--- src/rtl/mul_operand_feeder_if.sv ---
// Operand-in handshake, multiplier-side bus and status lines of the operand feeder.
// The feeder takes the slave side; whoever supplies operands and the done level takes master.
interface mul_operand_feeder_if #(
   parameter int WIDTH = 16
);
   logic             in_valid;
   logic             in_ready;
   logic [WIDTH-1:0] in_a;
   logic [WIDTH-1:0] in_b;
   logic             mul_start;
   logic [WIDTH-1:0] mul_data;
   logic             mul_done;
   logic             busy;
   logic [7:0]       jobs_done;
   logic             timeout_err;

   modport master (
      output in_valid, in_a, in_b, mul_done,
      input  in_ready, mul_start, mul_data, busy, jobs_done, timeout_err
   );

   modport slave (
      input  in_valid, in_a, in_b, mul_done,
      output in_ready, mul_start, mul_data, busy, jobs_done, timeout_err
   );
endinterface

--- src/rtl/mul_operand_feeder.sv ---
// Buffers operand pairs in a 2-deep FIFO and sequences each pair onto a multiplier:
// start pulse, multiplicand, multiplier, then wait for done or give up after TIMEOUT cycles.
module mul_operand_feeder #(
   parameter int WIDTH   = 16,
   parameter int TIMEOUT = 64
) (
   input logic                 clk,
   input logic                 rst,
   mul_operand_feeder_if.slave bus
);
   localparam int CW = $clog2(TIMEOUT + 1);

   typedef struct packed {
      logic [WIDTH-1:0] a;
      logic [WIDTH-1:0] b;
   } pair_t;

   typedef enum logic [2:0] {IDLE, START, LOAD_A, LOAD_B, WAIT} state_t;

   state_t           state;
   pair_t            fifo [2];
   logic             wr_ptr, rd_ptr;
   logic [1:0]       count;
   logic             push, pop;
   logic [CW-1:0]    wcnt;
   logic             start_q, busy_q, terr_q;
   logic [WIDTH-1:0] data_q;
   logic [7:0]       jobs_q;

   assign push = bus.in_valid && (count != 2'd2);
   // Head leaves on the LOAD_B -> WAIT edge, freeing a slot for the first WAIT cycle.
   assign pop  = (state == LOAD_B);

   always_ff @(posedge clk) begin
      if (push) fifo[wr_ptr] <= '{a: bus.in_a, b: bus.in_b};
   end

   always_ff @(posedge clk) begin
      if (rst) begin
         wr_ptr <= 1'b0;
         rd_ptr <= 1'b0;
         count  <= 2'd0;
      end else begin
         if (push) wr_ptr <= ~wr_ptr;
         if (pop)  rd_ptr <= ~rd_ptr;
         case ({push, pop})
            2'b10:   count <= count + 2'd1;
            2'b01:   count <= count - 2'd1;
            default: count <= count;
         endcase
      end
   end

   always_ff @(posedge clk) begin
      if (rst) begin
         state   <= IDLE;
         wcnt    <= '0;
         start_q <= 1'b0;
         busy_q  <= 1'b0;
         data_q  <= '0;
         jobs_q  <= 8'd0;
         terr_q  <= 1'b0;
      end else begin
         case (state)
            IDLE: begin
               if (count != 2'd0) begin
                  state   <= START;
                  start_q <= 1'b1;
                  busy_q  <= 1'b1;
               end
            end
            START: begin
               state   <= LOAD_A;
               start_q <= 1'b0;
               data_q  <= fifo[rd_ptr].a;
            end
            LOAD_A: begin
               state  <= LOAD_B;
               data_q <= fifo[rd_ptr].b;
            end
            LOAD_B: begin
               state  <= WAIT;
               data_q <= '0;
               wcnt   <= '0;
            end
            WAIT: begin
               // Done is checked first so a completion in the final allowed cycle still counts.
               if (bus.mul_done) begin
                  state  <= IDLE;
                  busy_q <= 1'b0;
                  jobs_q <= jobs_q + 8'd1;
               end else if (wcnt == CW'(TIMEOUT - 1)) begin
                  state  <= IDLE;
                  busy_q <= 1'b0;
                  terr_q <= 1'b1;
               end else begin
                  wcnt <= wcnt + 1'b1;
               end
            end
            default: begin
               state   <= IDLE;
               start_q <= 1'b0;
               busy_q  <= 1'b0;
               data_q  <= '0;
            end
         endcase
      end
   end

   assign bus.in_ready    = (count != 2'd2);
   assign bus.mul_start   = start_q;
   assign bus.mul_data    = data_q;
   assign bus.busy        = busy_q;
   assign bus.jobs_done   = jobs_q;
   assign bus.timeout_err = terr_q;
endmodule

--- src/flat_wrapper.sv ---
// flat-port wrapper written by rule: the top's interface ports become plain ports
module mul_operand_feeder_flat 
#(
   parameter int WIDTH   = 16,
   parameter int TIMEOUT = 64
)
  (clk, rst, bus_in_valid, bus_in_a, bus_in_b, bus_mul_done, bus_in_ready, bus_mul_start, bus_mul_data, bus_busy, bus_jobs_done, bus_timeout_err);
  mul_operand_feeder_if #(.WIDTH(WIDTH)) bus_i ();
  input logic clk;
  input logic rst;
  input wire logic [$bits(bus_i.in_valid)-1:0] bus_in_valid;
  input wire logic [$bits(bus_i.in_a)-1:0] bus_in_a;
  input wire logic [$bits(bus_i.in_b)-1:0] bus_in_b;
  input wire logic [$bits(bus_i.mul_done)-1:0] bus_mul_done;
  output wire logic [$bits(bus_i.in_ready)-1:0] bus_in_ready;
  output wire logic [$bits(bus_i.mul_start)-1:0] bus_mul_start;
  output wire logic [$bits(bus_i.mul_data)-1:0] bus_mul_data;
  output wire logic [$bits(bus_i.busy)-1:0] bus_busy;
  output wire logic [$bits(bus_i.jobs_done)-1:0] bus_jobs_done;
  output wire logic [$bits(bus_i.timeout_err)-1:0] bus_timeout_err;
  assign bus_i.in_valid = bus_in_valid;
  assign bus_i.in_a = bus_in_a;
  assign bus_i.in_b = bus_in_b;
  assign bus_i.mul_done = bus_mul_done;
  assign bus_in_ready = bus_i.in_ready;
  assign bus_mul_start = bus_i.mul_start;
  assign bus_mul_data = bus_i.mul_data;
  assign bus_busy = bus_i.busy;
  assign bus_jobs_done = bus_i.jobs_done;
  assign bus_timeout_err = bus_i.timeout_err;
  mul_operand_feeder #(.WIDTH(WIDTH), .TIMEOUT(TIMEOUT)) u_core (.clk(clk), .rst(rst), .bus(bus_i));
endmodule
--- config.mk ---
export PLATFORM = sky130hd
export DESIGN_NAME = mul_operand_feeder_flat
export DESIGN_NICKNAME = d
export VERILOG_FILES = /design/src/rtl/mul_operand_feeder_if.sv /design/src/rtl/mul_operand_feeder.sv /design/src/flat_wrapper.sv
export SDC_FILE = /design/constraint.sdc
export NUM_CORES = 1
export LEC_CHECK = 0
export ABC_AREA = 0
export BUFFER_PORTS_ARGS = -buffer_cell sky130_fd_sc_hd__buf_2
export CELL_PAD_IN_SITES_DETAIL_PLACEMENT = 1
export CELL_PAD_IN_SITES_GLOBAL_PLACEMENT = 1
export CORE_MARGIN = 2
export CORE_UTILIZATION = 45
export CTS_CLUSTER_SIZE = 24
export DETAILED_ROUTE_END_ITERATION = 6
export PLACE_DENSITY = 0.89
export SYNTH_ARGS = -nofsm -noshare
export SYNTH_HDL_FRONTEND = slang
export SYNTH_SLANG_ARGS = --single-unit
export TNS_END_PERCENT = 50
--- constraint.sdc ---
create_clock -name clk -period 2.7 [get_ports clk]
set_input_delay 0.405 -clock clk [delete_from_list [all_inputs] [get_ports clk]]
set_output_delay 0.405 -clock clk [all_outputs]
set_load 0.005 [all_outputs]
==> metrics.md, run 1 <==
| Metric | Value |
|---|---|
| Hold_buf cts | 0 |
| Sum Neg Setup Slack | 0 ns |
| P_sw | 1197 µW |
| Max Slew Vio Count | 0 |
| Iter 0 DRT Violations | 131 |
| Nets | 408 |
| Initial antenna violation count | 0 |
| Max Cap Viol | 0 |
| Skew final | 0.01278 ns |
| Total Wirelength | 8656 µm |
| CTS tree | yes |
| Top cells by area, synth | edfxtp_1 47%, dfxtp_1 20%, mux2i_1 6.8% |
| Avg WL per Cell | 17.96 µm |
| Crit Path Max Fanout | 9 |
| Initial Utilization | 46.93% |
| Sequential share of power | 54.9% |
| Die Area | 0.009966 mm² |
| Ant. Diodes | 0 |
| Clock slew at the register clock pins of the worst setup and hold paths | 0.11 ns |
| Fin crit period | between 2 and 2.5 ns |
| Post-synth EDFFs | 64 |
| Layout cell share with drive strength beyond 1 | 24.87% |
| Worst-Skew Late Latency | 0.37 ns |
| Slowest CP cell | dfxtp_1 |
| Critical Path AT | about 2.4 ns |
| Final worst setup slack | 0.6306 ns |
| Final Hold Viols | 0 |
| Largest net degree at the start of global routing | 33 |
| Tot Pwr | 3857 µW |
| 1st-pass router iterations | 4 |
| Vias | 2721 |
| CTS Sinks | 106 |
| Crit path from | u_core.state[1] |
| RD Place Congestion | 0.8033 |
| Syn avg cell area | 13.37 µm² |
| Setup bufs post-CTS | 0 |
| Sw frac | 31.02% |
| Critical-path cell list | nor2b_1 -> nand2_1 -> inv_1 -> ha_1 -> or3_1 -> a21oi_1 |
| Crit path kind | flip-flop to flip-flop |
| IO buf count | 63 |
| Worst slew pin tran | 0.6619 ns |
| Clock share of power | 24.0% |
| Startpoint types | flip-flop |
| Comb pwr share | 21.0% |
| Die height | 99.83 µm |
| Detail Placement HPWL | 5738 µm |
| DP Area | about 0.0045 mm² |
| Warnings, synthesis | 0 |
| Ports | 64 |
| Fmax | 483.2 MHz |
| Post-cts resize count | 0 |
| Distinct cells, synth | around 50 |
| Part of the Yosys area used for sequential elements | 66.85% |
| Synth async-reset ratio | 0% |
| Synthesized Nets | 348 |
| Synth Cell Area | 0.004133 mm² |
| DRC Markers | 0 |
| Worst R2R Start | u_core.state[1] |
| Via density per instance | between 5 and 6 |
| Total Routing Usage GR | 18.20% |
| Placed insts | ~470 |
| Top_reg_cell synth | edfxtp_1 |
| Hold Crit Class | input pin to flip-flop |
| Synth Instances | 309 |
| # fillers | 915 |
| Final antenna-violating net count | 0 |
| Final setup viols | 0 |
| Largest area contributor in the netlist | edfxtp_1 |
| Post-route cell area | 0.004706 mm² |
| FP Rows | 34 |
| CP Capture Type | flip-flop |
| Status | completed |
| #FFs+latches synth | 106 |
| First-pass GRT wire length | 14170 µm |
| Synth-to-layout area growth | 13.87% |
| Clock Tree Root | clkbuf_8 |
| Die W | 99.83 µm |
| Vias in the first global route | 2837 |
| Dpl ws | about 0.66 ns |
| Leak Pwr | between 0.0015 and 0.002 µW |
| Non-filler instance count after layout | 482 |
| Max-slew headroom | a little under three fifths |
| Internal | 2660 µW |
| Period utilization | 76.64% |
| Longest Clk Path Bufs | 2 |
| RSZ-0062 raised after global routing | false |
| Share of the synthesized area in the top cell type | 46.50% |
| Total gr overflow | 0 |
| H-tree Lvls | 3 |
| Pwr Density | 819.6 mW/mm² |
| Critical Path Max Stage Delay | 0.52 ns |
| Core ar. | between 0.008 and 0.009 mm² |
| Total CTS buffers | 9 |
| WP data required | 3.01 ns |
| Hold Crit Start | bus_in_a[6] |
| Peak supply drop | around 410 µV |
## worst max-delay path, delay by kind of cell, from the launching register on
| family | cells | cell delay (ns) |
|---|---|---|
| DFF | 1 | 0.52 |
| AOI/OAI and AO/OA | 1 | 0.13 |
| and+or+nand+nor | 3 | 0.81 |
| buffers and inverters | 1 | 0.24 |
| adders and majority gates | 1 | 0.30 |
## logic make-up (layout without fill, tap and decap cells)
family	after synthesis	after routing	synth area share [%]
XOR/XNOR	11	11	2.331
adder cells (fa/ha/maj)	3	3	0.9084
AO/OA/AOI/OAI	58	58	9.628
AND/OR/NAND/NOR	74	74	9.295
buffers and inverters	25	90	3.118
multiplexers	32	32	7.872
flip-flops	106	106	66.85
## cell type report
| class | instances | area [µm²] | area share, % |
|---|---|---|---|
| clock buffers | 10 | 127.6 | 2.712 |
| multi-input cells | 178 | 1244 | 26.43 |
| well taps | 108 | 135.1 | 2.872 |
| inverters | 6 | 22.52 | 0.4786 |
| clock inverters | 6 | 60.06 | 1.276 |
| repair buffers | 68 | 352.8 | 7.498 |
| flip-flops and latches | 106 | 2764 | 58.73 |
## power by group through the flow
stage	clock network (µW)	registers (µW)	logic, µW
final	927	2120	812
after global routing	999	2150	905
after CTS	946	2120	827
after detailed placement	0	2150	816
after global placement	0	2130	779
after floorplan	0	2100	572
## final timing paths
path                            depth (start not counted)  slack [ns]                  to
worst max-delay path                                    6        0.63     u_core.count[1]
worst min-delay path                                    1        0.22  u_core.fifo[1][22]
worst max register to register                          6        0.63     u_core.count[1]
worst min register to register                          1        0.45      u_core.wcnt[6]
## per-stage QoR
stage | hold WS (ns) | utilization, %
5_1_grt | 0.1998 | 53.44
6_report | 0.2168 | 53.44
3_5_place_dp | 0.4388 | 51.31
4_1_cts | 0.2002 | 53.44
2_1_floorplan | 0.4228 | -
3_3_place_gp | 0.4299 | 51.31
## sequential cells by signal, indices dropped and copies added, names as in the netlist, named ones only
name / cells
u_core.fifo: 64
u_core.bus.mul_data: 16
u_core.bus.jobs_done: 8
u_core.wcnt: 7
u_core.state: 3
u_core.count: 2
u_core.bus.busy: 1
u_core.bus.mul_start: 1
u_core.bus.timeout_err: 1
u_core.rd_ptr: 1
u_core.wr_ptr: 1
## routing by layer
| layer | GRT usage, % | part of all wire [%] | vias to the layer above |
|---|---|---|---|
| met5 | 0 | 0 | - |
| met4 | 4.426 | 0.96 | 0 |
| met3 | 4.457 | 5.2 | 10 |
| met2 | 32.07 | 51 | 79 |
| met1 | 22.67 | 43 | 1350 |
| li1 | - | - | 1282 |
## layout by cell type, fill, tap and decap left out, types with 2 or more instances in the layout
master    count
edfxtp_1     64
buf_2        63
dfxtp_1      41
nor2_1       32
mux2i_1      28
o221ai_1     12
a21oi_1      10
o21ai_0       9
clkbuf_8      9
nand2_1       7
nor3_1        7
o21ai_1       7
inv_1         6
xnor2_1       6
nand4_1       5
xor2_1        5
buf_4         5
or3_1         4
nand3_1       4
mux2_2        4
o22a_1        4
ha_1          3
inv_6         3
nand2b_1      2
and3_1        2
or2_2         2
a221oi_1      2
a31oi_1       2
o31ai_1       2
clkinv_4      2
## synthesized netlist by cell type, types with 3 or more instances
cell type and instances:
a21oi_1 10, buf_2 6, buf_4 3, clkbuf_1 6, dfxtp_1 42, edfxtp_1 64
ha_1 3, inv_1 6, mux2_2 4, mux2i_1 28, nand2_1 7, nand3_1 4
nand4_1 5, nor2_1 33, nor3_1 7, o21ai_0 9, o21ai_1 7, o221ai_1 12
o22a_1 4, or3_1 4, xnor2_1 6, xor2_1 5
Power figures use the tool's default switching activity.
==> run 2, diff against run 1 <==
ABC_AREA = 1   (was 0)
CORE_UTILIZATION = 39   (was 45)
PLACE_DENSITY = 0.86   (was 0.89)
clock period = 1.8 ns   (was 2.7 ns; I/O delays follow)
==> metrics.md, run 2 <==
| Metric | Value |
|---|---|
| Status | completed |
| H-tree Lvls | 3 (unchanged) |
| Synth Instances | 434 (+40%) |
| Max Slew Vio Count | 0 (unchanged) |
| Part of the Yosys area used for sequential elements | 64.66% (-2.2 points) |
| Vias in the first global route | 3364 (+19%) |
| Leak Pwr | 0.002158 µW (+29%) |
| DP Area | 0.004773 mm² (+5.6%) |
| Worst slew pin tran | 0.4131 ns (-0.2488 ns) |
| Share of the synthesized area in the top cell type | 44.98% (-1.5 points) |
| Critical-path cell list | nor2_4 -> nand2_4 -> nor2_2 -> nand3_1 -> o21ai_0 -> nor2_1 |
| Syn avg cell area | 9.845 µm² (-26%) |
| #FFs+latches synth | 106 (unchanged) |
| Largest area contributor in the netlist | edfxtp_1 |
| Most common cell in the synthesized netlist | nand2_1 |
| Top_reg_cell synth | edfxtp_1 |
| Initial Utilization | 39.76% (-7.2 points) |
| Non-filler instance count after layout | 646 (+34%) |
| First-pass GRT wire length | 16280 µm (+15%) |
| Dpl ws | 0.1326 ns (-0.5262 ns) |
| Distinct cells, synth | 29 (-41%) |
| Total Routing Usage GR | 18.21% (about the same) |
| Fin crit period | 1.640 ns (-0.4295 ns) |
| Commonest cells in the synthesized netlist | 120 x nand2_1, 64 x edfxtp_1, 54 x nor2_1 |
| Total gr overflow | 0 (unchanged) |
| Largest net degree at the start of global routing | 34 (+3.0%) |
| Worst-Skew Late Latency | 0.37 ns (about the same) |
| Clock Tree Root | clkbuf_8 |
| Critical Path AT | 1.90 ns (-0.48 ns) |
| Placed insts | 630 (+35%) |
| Synth async-reset ratio | 0% (unchanged) |
| Top cells by area, synth | edfxtp_1 45%, dfxtp_1 20%, nand2_1 11% |
| Post-route cell area | 0.004972 mm² (+5.7%) |
| Ports | 64 (unchanged) |
| IO buf count | 63 (unchanged) |
| Core ar. | 0.01075 mm² (+22%) |
| Avg WL per Cell | 15.70 µm (-13%) |
| CP Capture Type | flip-flop |
| Crit path kind | flip-flop to flip-flop |
| Ant. Diodes | 0 (unchanged) |
| Period utilization | 91.10% (+14 points) |
| Critical Path Max Stage Delay | 0.39 ns (-0.13 ns) |
| Via density per instance | 4.997 (-11%) |
| Synthesized Nets | 473 (+36%) |
| Die Area | 0.01181 mm² (+18%) |
| Longest Clk Path Bufs | 2 (unchanged) |
| Initial antenna violation count | 0 (unchanged) |
| WP data required | 2.06 ns (-0.95 ns) |
| Crit Path Max Fanout | 12 (+3) |
| Die W | 108.7 µm (+8.9%) |
| Warnings, synthesis | 0 (unchanged) |
| Synth Cell Area | 0.004273 mm² (+3.4%) |
| CTS tree | yes |
| Post-synth EDFFs | 64 (unchanged) |
| Detail Placement HPWL | 6851 µm (+19%) |
| Fmax | 609.8 MHz (+26%) |
| CTS Sinks | 106 (unchanged) |
| 1st-pass router iterations | 4 (unchanged) |
| Most flop-heavy register | u_core.fifo |
| Hold Crit Class | input pin to flip-flop |
| Setup bufs post-CTS | 0 (unchanged) |
| Tot Pwr | 5911 µW (+53%) |
| Iter 0 DRT Violations | 165 (+26%) |
| RSZ-0062 raised after global routing | false |
| Final setup viols | 0 (unchanged) |
| Peak supply drop | 528.6 µV (+29%) |
| Most frequent cells in the layout | 120 x nand2_1, 64 x edfxtp_1, 63 x buf_2 |
| Layout cell share with drive strength beyond 1 | 19.57% (-5.3 points) |
| Nets | 540 (+32%) |
| Max Cap Viol | 0 (unchanged) |
| Final Hold Viols | 0 (unchanged) |
| Pwr Density | 1189 mW/mm² (+45%) |
| DRC Markers | 0 (unchanged) |
| Final antenna-violating net count | 0 (unchanged) |
| Vias | 3228 (+19%) |
| Total CTS buffers | 9 (unchanged) |
| Final worst setup slack | 0.1601 ns (-0.4705 ns) |
| Startpoint types | flip-flop |
| RD Place Congestion | 0.7510 (-6.5%) |
| Die height | 108.7 µm (+8.9%) |
| Max FFs per register | 64 (unchanged) |
| Most common cell after layout, fill and taps aside | nand2_1 |
| Skew final | 0.01388 ns (+0.001098 ns) |
| FP Rows | 38 (+12%) |
| Slowest CP cell | dfxtp_1 |
| Total Wirelength | 10140 µm (+17%) |
| Synth-to-layout area growth | 16.37% |
| Max-slew headroom | 72.43% (+17 points) |
| Clock slew at the register clock pins of the worst setup and hold paths | 0.10 ns (about the same) |
-- run 2: cell count changes after synthesis, sizes merged, moves of 11 or more --
cell | before | now
inv | 6 | 40
nand2 | 7 | 125
mux2i | 28 | 0
nor2 | 33 | 57
o211ai | 1 | 12
nand3 | 4 | 26
o221ai | 12 | 0
-- run 2: timing repair --
item / in CTS / in global routing
hold buffers: 0 / 0
setup endpoints to repair: 0 / 1
gates resized for setup: 0 / 2
endpoints found under the hold margin: 0 / 0
-- run 2: path summary, 6_finish.rpt --
path	start	end	slack (ns)	cells past startpoint
worst max-delay path	u_core.state[0]	u_core.bus.jobs_done[4]	0.16	6
worst min-delay path	bus_in_a[1]	u_core.fifo[1][17]	0.08	1
worst max register to register	u_core.state[0]	u_core.bus.jobs_done[4]	0.16	6
worst min register to register	u_core.wcnt[6]	u_core.wcnt[6]	0.47	2
-- run 2: cell type report --
| cell class | instances | area (µm²) |
|---|---|---|
| fill | 1252 | 5773 |
| sequential | 106 | 2765 |
| multi-input combinational | 273 | 1272 |
| timing repair buffer | 71 | 412.9 |
| tap | 140 | 175.2 |
| inverter | 40 | 150.1 |
| clock buffer | 12 | 145.1 |
| clock inverter | 4 | 51.30 |
-- run 2: kinds of logic after synthesis --
group / after synthesis / synth area share [%]
simple gates: 213 / 20.76
flops: 106 / 64.66
compound gates: 55 / 7.379
buf+inv: 55 / 5.915
fa+ha+maj: 3 / 0.8786
xor+xnor: 2 / 0.4100
-- run 2: worst max-delay path, delay by kind of cell (launching register included) --
family             cells  cell delay [ns]
and+or+nand+nor        5             0.95
AOI/OAI and AO/OA      1             0.20
DFF                    1             0.39
-- run 2: routing by layer --
metal,vias to the layer above,track usage [%],share of wire [%]
met5,-,0,0
met2,74,31.79,50
met1,1572,21.79,43
met4,0,7.051,2.3
met3,18,4.184,4.3
li1,1564,-,-
-- run 2: per-stage QoR --
step | utilization, % | hold slack, ns | TNS [ns]
after CTS | 46.25 | 0.06115 | 0
final | 46.27 | 0.07933 | 0
after floorplan | - | 0.3689 | -5.800
after global placement | 44.42 | 0.4508 | 0
after detailed placement | 44.42 | 0.4652 | 0
after global routing | 46.27 | 0.05305 | 0
-- run 2: where the power goes --
| part | internal (µW) | leakage, µW | switching (µW) |
|---|---|---|---|
| combinational | 501 | 0.00112 | 855 |
| sequential | 2900 | 0.000942 | 174 |
| clock | 686 | 0.0000970 | 800 |
| total | 4080 | 0.00216 | 1830 |
==> run 3, diff against run 2 <==
REMOVE_ABC_BUFFERS = 1   (was unset)
==> metrics.md, run 3 (synthesis gave the netlist of run 2 again) <==
| Metric | Value |
|---|---|
| CP Capture Type | flip-flop |
| Via density per instance | 4.974 (-0.46%) |
| Period utilization | 90.62% (-0.48 points) |
| Crit path from | u_core.state[0] |
| Vias in the first global route | 3498 (+4.0%) |
| WP data required | 2.08 ns (+0.02 ns) |
| Vias | 3238 (+0.31%) |
| Clock share of power | 25.2% (about the same) |
| Final setup viols | 0 (unchanged) |
| Max FFs per register | 64 (unchanged) |
| Worst R2R Start | u_core.state[0] |
| Die W | 108.7 µm (unchanged) |
| Detail Placement HPWL | 7082 µm (+3.4%) |
| Critical Path AT | 1.91 ns (about the same) |
| FF-to-FF path depth | 6 (unchanged) |
| Critical-path cell list | nor2_4 -> nand2_4 -> nor2_2 -> nand2_1 -> o21ai_0 -> nor2_1 |
| Pwr Density | 1191 mW/mm² (+0.22%) |
| Crit Path Max Fanout | 12 (unchanged) |
| Total Routing Usage GR | 18.48% (+0.28 points) |
| First-pass GRT wire length | 16480 µm (+1.2%) |
| Initial Utilization | 39.76% (unchanged) |
| Crit path kind | flip-flop to flip-flop |
| Worst slew pin tran | 0.4197 ns (+0.006626 ns) |
| CTS Sinks | 106 (unchanged) |
| Startpoint types | flip-flop |
| Hold Crit Class | input pin to flip-flop |
| Sw frac | 31.19% (+0.25 points) |
| Status | completed |
| Iter 0 DRT Violations | 140 (-15%) |
| Total Wirelength | 10200 µm (+0.55%) |
| Leak Pwr | 0.002176 µW (+0.84%) |
| Core ar. | 0.01075 mm² (unchanged) |
| Slowest CP cell | dfxtp_1 |
| WHS Path Cells | 1 (unchanged) |
| Ant. Diodes | 0 (unchanged) |
| Worst-Skew Late Latency | 0.38 ns (about the same) |
| R2r setup slk | 0.17 ns (about the same) |
| Routed wire length on met3 | 417 µm (-5.2%) |
| Total gr overflow | 0 (unchanged) |
| Min-Delay Endpoint | u_core.fifo[1][31] |
| Setup bufs post-CTS | 0 (unchanged) |
| Wire length on met1 | 4260 µm (-1.9%) |
| Layout cell share with drive strength beyond 1 | 20.55% (+0.98 points) |
| Max Cap Viol | 0 (unchanged) |
| Metal2 WL | 5349 µm (+4.5%) |
| Ports | 64 (unchanged) |
| Worst R2R End | u_core.bus.jobs_done[5] |
| Synth-to-layout area growth | 16.95% |
| Die height | 108.7 µm (unchanged) |
| Longest Clk Path Bufs | 2 (unchanged) |
| Largest net degree at the start of global routing | 34 (unchanged) |
| 1st-pass router iterations | 4 (unchanged) |
| Max-slew headroom | 71.92% (-0.52 points) |
| Total CTS buffers | 9 (unchanged) |
| H-tree Lvls | 3 (unchanged) |
| Nets | 545 (+0.93%) |
| RSZ-0062 raised after global routing | false |
| FP Rows | 38 (unchanged) |
| Fin crit period | 1.631 ns (-0.008636 ns) |
| IO buf count | 63 (unchanged) |
| Top layer used by detailed routing | met4 |
| Comb pwr share | 23.4% (+0.5 points) |
| Skew final | 0.01239 ns (-0.001491 ns) |
| Max Slew Vio Count | 0 (unchanged) |
| WHS | 0.07238 ns (-0.006947 ns) |
| Critical Path Max Stage Delay | 0.38 ns (about the same) |
| Clock Tree Root | clkbuf_8 |
| Sequential share of power | 51.4% (-0.5 points) |
| Initial antenna violation count | 0 (unchanged) |
| Final antenna-violating net count | 0 (unchanged) |
| Die Area | 0.01181 mm² (unchanged) |
| P_sw | 1857 µW (+1.5%) |
| Final worst setup slack | 0.1688 ns (+0.008636 ns) |
| RD Place Congestion | 0.8174 (+8.8%) |
| Final Hold Viols | 0 (unchanged) |
| Peak supply drop | 655.8 µV (+24%) |
| Most flop-heavy register | u_core.fifo |
| Clock slew at the register clock pins of the worst setup and hold paths | 0.10 ns (about the same) |
| CTS tree | yes |
| Most frequent cells in the layout | 120 x nand2_1, 64 x edfxtp_1, 63 x buf_2 |
| Fmax | 613.0 MHz (+0.53%) |
| Most common cell after layout, fill and taps aside | nand2_1 |
| Dpl ws | 0.1910 ns (+0.05837 ns) |
| # fillers | 1270 (+1.4%) |
| DRC Markers | 0 (unchanged) |
| Avg WL per Cell | 15.66 µm (-0.22%) |
| Hold Crit Start | bus_in_a[15] |
| Internal | 4097 µW (+0.36%) |
## run 3: per-layer routing
layer	global-route usage, %	vias up
met3	3.527	12
li1	-	1576
met4	7.784	0
met1	21.09	1591
met2	33.71	59
met5	0	-
## run 3: cell type report
type / count / area, µm² / share of cell area (%)
Clock inverter: 5 / 55.05 / 1.102
Clock buffer: 11 / 141.4 / 2.829
Multi-Input combinational cell: 273 / 1272 / 25.46
Inverter: 40 / 150.1 / 3.005
Sequential cell: 106 / 2765 / 55.33
Tap cell: 140 / 175.2 / 3.505
Timing Repair Buffer: 76 / 437.9 / 8.763
## run 3: critical path: cells and delay by family, from the launching register on
kind / cells / cell delay (ns)
compound gates: 1 / 0.20
flops: 1 / 0.38
simple gates: 5 / 0.93
## run 3: power by group through the flow
stage          combinational, µW  sequential (µW)  clock [µW]
2_1_floorplan                759             3110           0
3_3_place_gp                1330             3090           0
3_5_place_dp                1410             3110           0
4_1_cts                     1440             3060        1540
5_1_grt                     1580             3100        1640
6_report                    1390             3060        1500
## run 3: worst max-delay path by stage
stage / endpoint / slack (ns)
6_report: u_core.bus.jobs_done[5] / 0.17
5_1_grt: u_core.bus.jobs_done[5] / 0.006
2_1_floorplan: u_core.fifo[1][0] / -0.62
3_3_place_gp: u_core.count[1] / 0.32
4_1_cts: u_core.count[1] / 0.16
3_5_place_dp: u_core.bus.jobs_done[5] / 0.19
## run 3: stage by stage
| step | cell area, µm² | instances | TNS (ns) | total power, µW | util, % |
|---|---|---|---|---|---|
| after floorplan | 4170 | 419 | -40.48 | 3872 | - |
| after global placement | 4798 | 635 | 0 | 4426 | 44.66 |
| after detailed placement | 4798 | 635 | 0 | 4527 | 44.66 |
| after CTS | 4995 | 651 | 0 | 6031 | 46.48 |
| after global routing | 4997 | 651 | 0 | 6317 | 46.51 |
| final | 4997 | 651 | 0 | 5954 | 46.51 |
## run 3: repair_timing
| action | 4_1_cts | 5_1_grt |
|---|---|---|
| hold buffers | 0 | 0 |
| setup endpoints to repair | 0 | 1 |
| gates resized for setup | 0 | 2 |
